<file path="src/rtl/servo_step_ctrl_pkg.sv">
// Shared types and helpers for the servo-arm button/PWM path.
package servo_step_ctrl_pkg;

   typedef enum logic [2:0] {
      IDLE,
      PRESS_UP,
      PRESS_DN,
      REPEAT_UP,
      REPEAT_DN
   } step_state_t;

   // Smallest n such that 2**n >= v (0 for v <= 1).
   function automatic int unsigned ceillog2(input longint unsigned v);
      int unsigned     n;
      longint unsigned p;
      n = 0;
      p = 1;
      while (p < v) begin
         p = p << 1;
         n = n + 1;
      end
      return n;
   endfunction

   // Counter width able to hold every value up to max(a,b)-1, at least one bit.
   function automatic int unsigned cnt_width(input longint unsigned a,
                                             input longint unsigned b);
      int unsigned n;
      n = ceillog2((a > b) ? a : b);
      return (n == 0) ? 1 : n;
   endfunction

endpackage

</file>
<file path="src/rtl/servo_step_ctrl_if.sv">
// Button levels in, duty setpoint and status out.
interface servo_step_ctrl_if #(
   parameter int unsigned W = 8
);
   logic         btn_up;
   logic         btn_down;
   logic         btn_center;
   logic [W-1:0] duty_out;
   logic         at_min;
   logic         at_max;
   logic         step_pulse;

   modport master (
      output btn_up, btn_down, btn_center,
      input  duty_out, at_min, at_max, step_pulse
   );

   modport slave (
      input  btn_up, btn_down, btn_center,
      output duty_out, at_min, at_max, step_pulse
   );
endinterface

</file>
<file path="src/rtl/servo_step_ctrl_hold_timer.sv">
// Hold/repeat timer: synchronous clear, enable, saturating count, match flags.
module servo_step_ctrl_hold_timer #(
   parameter int unsigned HOLD_CYC   = 50_000_000,
   parameter int unsigned REPEAT_CYC = 5_000_000,
   parameter int unsigned CW         = 26
) (
   input  logic clk,
   input  logic rst_s_p,
   input  logic i_clr,
   input  logic i_en,
   output logic o_match_hold,
   output logic o_match_rep
);

   logic [CW-1:0] r_cnt;

   // Count while enabled; hold at all-ones rather than wrapping.
   always_ff @(posedge clk) begin
      if (rst_s_p || i_clr) begin
         r_cnt <= '0;
      end else if (i_en && (r_cnt != '1)) begin
         r_cnt <= r_cnt + 1'b1;
      end
   end

   assign o_match_hold = (r_cnt == CW'(HOLD_CYC - 1));
   assign o_match_rep  = (r_cnt == CW'(REPEAT_CYC - 1));

endmodule

</file>
<file path="src/rtl/servo_step_ctrl.sv">
// Saturating duty setpoint driven by debounced up/down/center buttons,
// with single-step presses and auto-repeat after a hold delay.
module servo_step_ctrl
   import servo_step_ctrl_pkg::*;
#(
   parameter int unsigned W          = 8,
   parameter int unsigned DUTY_MIN   = 50,
   parameter int unsigned DUTY_MAX   = 250,
   parameter int unsigned DUTY_HOME  = 150,
   parameter int unsigned STEP       = 5,
   parameter int unsigned HOLD_CYC   = 50_000_000,
   parameter int unsigned REPEAT_CYC = 5_000_000
) (
   input  logic               clk,
   input  logic               rst_s_p,
   servo_step_ctrl_if.slave   bus
);

   localparam int unsigned CW = cnt_width(HOLD_CYC, REPEAT_CYC);

   step_state_t  r_state, w_state_nxt;
   logic [W-1:0] r_duty, w_duty_nxt;
   logic         r_step_pulse;
   logic         r_up_q, r_down_q, r_ctr_q;
   logic         w_rise_up, w_rise_dn, w_rise_ctr;
   logic         w_do_up, w_do_dn, w_do_home;
   logic         w_cnt_clr, w_cnt_en;
   logic         w_match_hold, w_match_rep;
   logic [W:0]   w_up_sum;
   logic [W-1:0] w_up_val, w_dn_val;

   assign w_rise_up  = bus.btn_up     && !r_up_q;
   assign w_rise_dn  = bus.btn_down   && !r_down_q;
   assign w_rise_ctr = bus.btn_center && !r_ctr_q;

   // Saturating step targets, evaluated one bit wider to avoid wrap.
   assign w_up_sum = {1'b0, r_duty} + (W+1)'(STEP);
   assign w_up_val = (w_up_sum > (W+1)'(DUTY_MAX)) ? W'(DUTY_MAX) : w_up_sum[W-1:0];
   assign w_dn_val = ({1'b0, r_duty} < (W+1)'(DUTY_MIN + STEP)) ? W'(DUTY_MIN)
                                                                : (r_duty - W'(STEP));

   servo_step_ctrl_hold_timer #(
      .HOLD_CYC   (HOLD_CYC),
      .REPEAT_CYC (REPEAT_CYC),
      .CW         (CW)
   ) u_hold_timer (
      .clk          (clk),
      .rst_s_p      (rst_s_p),
      .i_clr        (w_cnt_clr),
      .i_en         (w_cnt_en),
      .o_match_hold (w_match_hold),
      .o_match_rep  (w_match_rep)
   );

   // FSM state register.
   always_ff @(posedge clk) begin
      if (rst_s_p) r_state <= IDLE;
      else         r_state <= w_state_nxt;
   end

   // Next state and step requests: center rise, then both-held, then per-state handling.
   // A held-direction release coinciding with the opposite rise is handled as a fresh press.
   always_comb begin
      w_state_nxt = r_state;
      w_do_up     = 1'b0;
      w_do_dn     = 1'b0;
      w_do_home   = 1'b0;
      w_cnt_clr   = 1'b0;
      w_cnt_en    = 1'b0;
      if (w_rise_ctr) begin
         w_do_home   = 1'b1;
         w_state_nxt = IDLE;
         w_cnt_clr   = 1'b1;
      end else if (bus.btn_up && bus.btn_down) begin
         w_state_nxt = IDLE;
         w_cnt_clr   = 1'b1;
      end else begin
         unique case (r_state)
            IDLE: begin
               w_cnt_clr = 1'b1;
               if (w_rise_up) begin
                  w_do_up     = 1'b1;
                  w_state_nxt = PRESS_UP;
               end else if (w_rise_dn) begin
                  w_do_dn     = 1'b1;
                  w_state_nxt = PRESS_DN;
               end
            end
            PRESS_UP, REPEAT_UP: begin
               if (!bus.btn_up) begin
                  w_cnt_clr   = 1'b1;
                  w_do_dn     = w_rise_dn;
                  w_state_nxt = w_rise_dn ? PRESS_DN : IDLE;
               end else if ((r_state == PRESS_UP) ? w_match_hold : w_match_rep) begin
                  w_do_up     = 1'b1;
                  w_cnt_clr   = 1'b1;
                  w_state_nxt = REPEAT_UP;
               end else begin
                  w_cnt_en = 1'b1;
               end
            end
            PRESS_DN, REPEAT_DN: begin
               if (!bus.btn_down) begin
                  w_cnt_clr   = 1'b1;
                  w_do_up     = w_rise_up;
                  w_state_nxt = w_rise_up ? PRESS_UP : IDLE;
               end else if ((r_state == PRESS_DN) ? w_match_hold : w_match_rep) begin
                  w_do_dn     = 1'b1;
                  w_cnt_clr   = 1'b1;
                  w_state_nxt = REPEAT_DN;
               end else begin
                  w_cnt_en = 1'b1;
               end
            end
            default: begin
               w_state_nxt = IDLE;
               w_cnt_clr   = 1'b1;
            end
         endcase
      end
   end

   // Select the next setpoint from the requested action.
   always_comb begin
      w_duty_nxt = r_duty;
      if (w_do_home)    w_duty_nxt = W'(DUTY_HOME);
      else if (w_do_up) w_duty_nxt = w_up_val;
      else if (w_do_dn) w_duty_nxt = w_dn_val;
   end

   // Setpoint, change strobe and edge history; reset seeds history from live
   // levels so a button held through reset is not taken as a new press.
   always_ff @(posedge clk) begin
      if (rst_s_p) begin
         r_duty       <= W'(DUTY_HOME);
         r_step_pulse <= 1'b0;
      end else begin
         r_duty       <= w_duty_nxt;
         r_step_pulse <= (w_duty_nxt != r_duty);
      end
      r_up_q   <= bus.btn_up;
      r_down_q <= bus.btn_down;
      r_ctr_q  <= bus.btn_center;
   end

   assign bus.duty_out   = r_duty;
   assign bus.step_pulse = r_step_pulse;
   assign bus.at_min     = (r_duty == W'(DUTY_MIN));
   assign bus.at_max     = (r_duty == W'(DUTY_MAX));

endmodule

</file>
<file path="src/flat_wrapper.sv">
// flat-port wrapper written by rule: the top's interface ports become plain ports
module servo_step_ctrl_flat import servo_step_ctrl_pkg::*;
#(
   parameter int unsigned W          = 8,
   parameter int unsigned DUTY_MIN   = 50,
   parameter int unsigned DUTY_MAX   = 250,
   parameter int unsigned DUTY_HOME  = 150,
   parameter int unsigned STEP       = 5,
   parameter int unsigned HOLD_CYC   = 50_000_000,
   parameter int unsigned REPEAT_CYC = 5_000_000
)
  (clk, rst_s_p, bus_btn_up, bus_btn_down, bus_btn_center, bus_duty_out, bus_at_min, bus_at_max, bus_step_pulse);
  servo_step_ctrl_if #(.W(W)) bus_i ();
  input  logic clk;
  input  logic rst_s_p;
  input wire logic [$bits(bus_i.btn_up)-1:0] bus_btn_up;
  input wire logic [$bits(bus_i.btn_down)-1:0] bus_btn_down;
  input wire logic [$bits(bus_i.btn_center)-1:0] bus_btn_center;
  output wire logic [$bits(bus_i.duty_out)-1:0] bus_duty_out;
  output wire logic [$bits(bus_i.at_min)-1:0] bus_at_min;
  output wire logic [$bits(bus_i.at_max)-1:0] bus_at_max;
  output wire logic [$bits(bus_i.step_pulse)-1:0] bus_step_pulse;
  assign bus_i.btn_up = bus_btn_up;
  assign bus_i.btn_down = bus_btn_down;
  assign bus_i.btn_center = bus_btn_center;
  assign bus_duty_out = bus_i.duty_out;
  assign bus_at_min = bus_i.at_min;
  assign bus_at_max = bus_i.at_max;
  assign bus_step_pulse = bus_i.step_pulse;
  servo_step_ctrl #(.W(W), .DUTY_MIN(DUTY_MIN), .DUTY_MAX(DUTY_MAX), .DUTY_HOME(DUTY_HOME), .STEP(STEP), .HOLD_CYC(HOLD_CYC), .REPEAT_CYC(REPEAT_CYC)) u_core (.clk(clk), .rst_s_p(rst_s_p), .bus(bus_i));
endmodule
</file>
<file path="config.mk">
export PLATFORM = sky130hd
export DESIGN_NAME = servo_step_ctrl_flat
export DESIGN_NICKNAME = d
export VERILOG_FILES = /design/src/rtl/servo_step_ctrl_pkg.sv /design/src/rtl/servo_step_ctrl_if.sv /design/src/rtl/servo_step_ctrl_hold_timer.sv /design/src/rtl/servo_step_ctrl.sv /design/src/flat_wrapper.sv
export SDC_FILE = /design/constraint.sdc
export NUM_CORES = 1
export LEC_CHECK = 0
export CORE_MARGIN = 3
export CORE_UTILIZATION = 30
export DETAILED_ROUTE_END_ITERATION = 7
export PLACE_DENSITY = 0.53
export SYNTH_ARGS = -nofsm -noshare
export SYNTH_HDL_FRONTEND = slang
export SYNTH_HIERARCHICAL = 1
export SYNTH_SLANG_ARGS = --single-unit
export TNS_END_PERCENT = 20
</file>
<file path="constraint.sdc">
create_clock -name clk -period 2.9 [get_ports clk]
set_clock_uncertainty 0.05 [all_clocks]
set_input_delay 0.435 -clock clk [delete_from_list [all_inputs] [get_ports clk]]
set_output_delay 0.435 -clock clk [all_outputs]
set_load 0.05 [all_outputs]
</file>
==> out/metrics.json <==
{
  "run_status": {"value": "finished, final reports clean"},
  "portBuffers": {"value": 15},
  "syn_nets": {"value": 389},
  "die_x": {"value": 107.6, "unit": "microns"},
  "synth.yosys.warnings": {"value": 6},
  "first_global_vias": {"value": 3045},
  "global_route.overflow_total": {"value": 0},
  "cp_cell_sequence": {"value": "nor4_4 -> nand4_1 -> nor3_2 -> buf_4 -> nand3b_1 -> a21o_2 -> a211oi_4 -> o2bb2ai_1 -> a311oi_1 -> a311oi_2 -> a31oi_1"},
  "worstSetupStartpointType": {"value": "flop"},
  "worst_path_max_delay_cell": {"value": "dfxtp_1"},
  "starting_density_of_the_core": {"value": 31.25, "unit": "%"},
  "clock_root_buffer_master": {"value": "clkbuf_8"},
  "detailedRoute.firstIterationViolations": {"value": 263},
  "hold_class": {"value": "flop to flop"},
  "antenna_found_initial": {"value": 0},
  "power-per-cell-area": {"value": 324.3, "unit": "nW/um^2"},
  "setup_failing_eps_final": {"value": 0},
  "p_leak": {"value": 1.414, "unit": "nW"},
  "yosys.area_share.simple": {"value": 32.08, "unit": "%"},
  "route.detailed.wl_per_inst": {"value": 14.47, "unit": "microns"},
  "cp.arrival": {"value": 2910, "unit": "ps"},
  "post_route_total_power": {"value": 1.286, "unit": "mW"},
  "syn-mean-instance-area": {"value": 8.171, "unit": "sq um"},
  "finalHoldViolCount": {"value": 0},
  "grt_first_pass_wirelength": {"value": 14570, "unit": "microns"},
  "netlist.top_cell.by_area": {"value": "dfxtp_1"},
  "fraction_of_final_layout_cells_with_drive_strength_greater_than_1": {"value": 26.71, "unit": "%"},
  "crit_required": {"value": 3020, "unit": "ps"},
  "number_of_enable_flip_flop_cells_after_synthesis": {"value": 0},
  "placeable_core_area": {"value": 9910, "unit": "sq um"},
  "synthXorXnorAreaFrac": {"value": 6.788, "unit": "%"},
  "post_synth_fa_ha_maj_area_fraction": {"value": 2.384, "unit": "%"},
  "number_of_antenna_violating_nets_in_the_routed_design": {"value": 0},
  "pin_count_of_the_biggest_net_entering_global_routing": {"value": 20},
  "cts_sinks": {"value": 41},
  "post-dp-hpwl": {"value": 6500, "unit": "microns"},
  "die-area": {"value": 11580, "unit": "sq um"},
  "post-route-drc-count": {"value": 0},
  "synth_ff_type": {"value": "dfxtp_1"},
  "first_pass_iters": {"value": 6},
  "synth.ff_latch_count": {"value": 41},
  "io-pin-count": {"value": 16},
  "period_minus_slack": {"value": 2797, "unit": "ps"},
  "slew_headroom": {"value": 55.40, "unit": "%"},
  "max_slew.worst_pin.slew": {"value": 666.6, "unit": "ps"},
  "row_count": {"value": 36},
  "cts_hold_repair_buffers": {"value": 0},
  "synthesis.area": {"value": 3097, "unit": "sq um"},
  "layoutNonFillerInstCount": {"value": 586},
  "clk_latency": {"value": 290, "unit": "ps"},
  "slowest_delay": {"value": 360, "unit": "ps"},
  "drt-total-wl": {"value": 8479, "unit": "microns"},
  "placer_congestion": {"value": 0.8599},
  "synth_top_family_by_area": {"value": "simple AND/OR/NAND/NOR gates"},
  "final_net_count": {"value": 462},
  "cp-end-kind": {"value": "flop"},
  "synth_top_cell_area_share": {"value": 26.51, "unit": "%"},
  "grt_usage": {"value": 15.20, "unit": "%"},
  "clock_tree.htree_level_count": {"value": 2},
  "synth_async_sr_flop_share": {"value": 0, "unit": "%"},
  "synth_compound_area_share": {"value": 23.80, "unit": "%"},
  "antenna_cells": {"value": 0},
  "yosys.cell_types.count": {"value": 77},
  "critical_path_class": {"value": "flop to flop"},
  "post-route-period-util": {"value": 96.45, "unit": "%"},
  "worst_setup_hold_path_clk_slew": {"value": 80, "unit": "ps"},
  "chipHeight": {"value": 107.6, "unit": "microns"},
  "syn-instance-count": {"value": 379},
  "power.ir.vdd_worst": {"value": 248.5, "unit": "uV"},
  "cell_count_after_placement": {"value": 577},
  "max_cap_violations": {"value": 0},
  "num_vias": {"value": 3079},
  "synth.area.mux_share": {"value": 1.293, "unit": "%"},
  "cts_tree": {"value": "yes"},
  "crit_path_max_fanout": {"value": 6},
  "yosys-top-cells-area": {"value": "dfxtp_1 (27%), nor2_1 (6.1%), xnor2_1 (5.9%)"},
  "seq_total_area_yosys": {"value": 26.51, "unit": "%"},
  "cts-buffers-inserted": {"value": 5},
  "layout_area_growth_over_synthesis": {"value": 28.00, "unit": "%"},
  "maxClockFrequency": {"value": 357.5, "unit": "MHz"},
  "clk_path_buf_depth": {"value": 2},
  "rsz0062_at_grt": {"value": "true"},
  "final_max_slew_viol_count": {"value": 0},
  "post_drt_via_cell_ratio": {"value": 5.254}
}
-- flip-flops by register name, summed over array words and instances (netlist names) --
name and cells:
u_core/bus.duty_out 8, u_core/bus.step_pulse 1, u_core/r_down_q 1, u_core/r_state 3
u_core/u_hold_timer/r_cnt 26, u_core/r_up_q 1, u_core/r_ctr_q 1
-- routing by layer --
metal  global-route usage (%)  up-vias  part of all wire (%)  routed length [microns]
li1                         -     1556                     -                        -
met4                    3.968        0                  0.92                       78
met2                    23.89       78                    45                     3850
met1                    21.24     1435                    49                     4152
met3                    2.999       10                   4.7                      398
met5                        0        -                     0                        0
-- critical path, delay by kind of cell (launching register included) --
| kind | cells | cell delay (ps) |
|---|---|---|
| AOI/OAI and AO/OA | 6 | 1320 |
| buffers and inverters | 1 | 160 |
| and+or+nand+nor | 4 | 780 |
| DFF | 1 | 360 |
-- kinds of logic (layout without fill, tap and decap cells) --
logic type      count (synthesis)  in the layout
compound gates                 96             96
xor+xnor                       24             24
fa+ha+maj                       6              6
buf+inv                        32            106
flops                          41             41
mux                             4              4
simple gates                  176            176
-- report_power, final --
group | total [mW] | switching [mW] | internal, mW
combinational | 0.270 | 0.151 | 0.119
clock | 0.424 | 0.209 | 0.216
sequential | 0.591 | 0.0172 | 0.574
-- final timing paths --
path	startpoint	endpoint	slack, ps	depth (start not counted)
max	u_core/u_hold_timer/r_cnt[24]	u_core/bus.step_pulse	100	11
min	u_core/u_hold_timer/r_cnt[25]	u_core/u_hold_timer/r_cnt[25]	540	2
max reg2reg	u_core/u_hold_timer/r_cnt[24]	u_core/bus.step_pulse	100	11
min reg2reg	u_core/u_hold_timer/r_cnt[25]	u_core/u_hold_timer/r_cnt[25]	540	2
-- repair_timing --
item	4_1_cts	5_1_grt
endpoints found under the setup margin	1	16
gates cloned	0	0
setup buffers	0	1
resized for setup	1	17
pin swaps	0	2
-- area by class of cell --
type,count,area [sq um]
fill,1052,5946
sequential,41,820.8
clock inverter,1,5.005
tap,133,166.4
timing repair buffer,88,699.4
clock buffer,7,96.34
inverter,10,37.54
multi-input combinational,306,2138
-- cells in the final DEF (no fill, tap or decap), types with 3 or more instances in the layout --
master / instances
a211oi_1: 5
a211oi_2: 3
a21o_1: 4
a21oi_1: 23
a21oi_2: 3
a31oi_1: 4
and3_1: 4
and4_1: 5
buf_4: 73
clkbuf_8: 7
clkdlybuf4s50_1: 14
dfxtp_1: 41
ha_1: 5
inv_1: 9
mux2i_1: 4
nand2_1: 29
nand2b_1: 7
nand3_1: 17
nand3b_1: 4
nand4_1: 11
nand4b_1: 3
nor2_1: 49
nor2b_1: 3
nor3_1: 9
nor3b_1: 4
nor4_2: 3
nor4_4: 3
nor4b_1: 3
o211ai_1: 4
o21ai_0: 12
o221ai_1: 3
or3_1: 3
xnor2_1: 21
xor2_1: 3
-- cells in the mapped netlist, drive strengths merged, types with 4 or more instances --
cell type	instances
nor2	51
buf	10
nand4	13
nor3b	4
dfxtp	41
nand3b	4
a211oi	9
and4	5
nor4b	4
inv	10
o211ai	4
xnor2	21
ha	5
nor3	10
nand2	29
o21ai	12
mux2i	4
nor4	8
a21oi	26
nand3	17
and3	6
clkbuf	11
nand2b	7
a21o	5
or3	4
a31oi	4
-- stage by stage --
step	area (sq um)	utilization (%)	TNS, ps	setup slack, ps	hold slack [ps]
after floorplan	3103	-	0	69.73	412.7
after CTS	3881	39.17	0	57.64	545.4
final	3964	40.00	0	103.0	540.3
after detailed placement	3774	38.08	-2232	-215.2	532.2
after global routing	3964	40.00	-62.33	-62.33	581.3
after global placement	3774	38.08	-856.9	-146.4	517.8
Note: power is estimated with default switching activity, not from simulation.
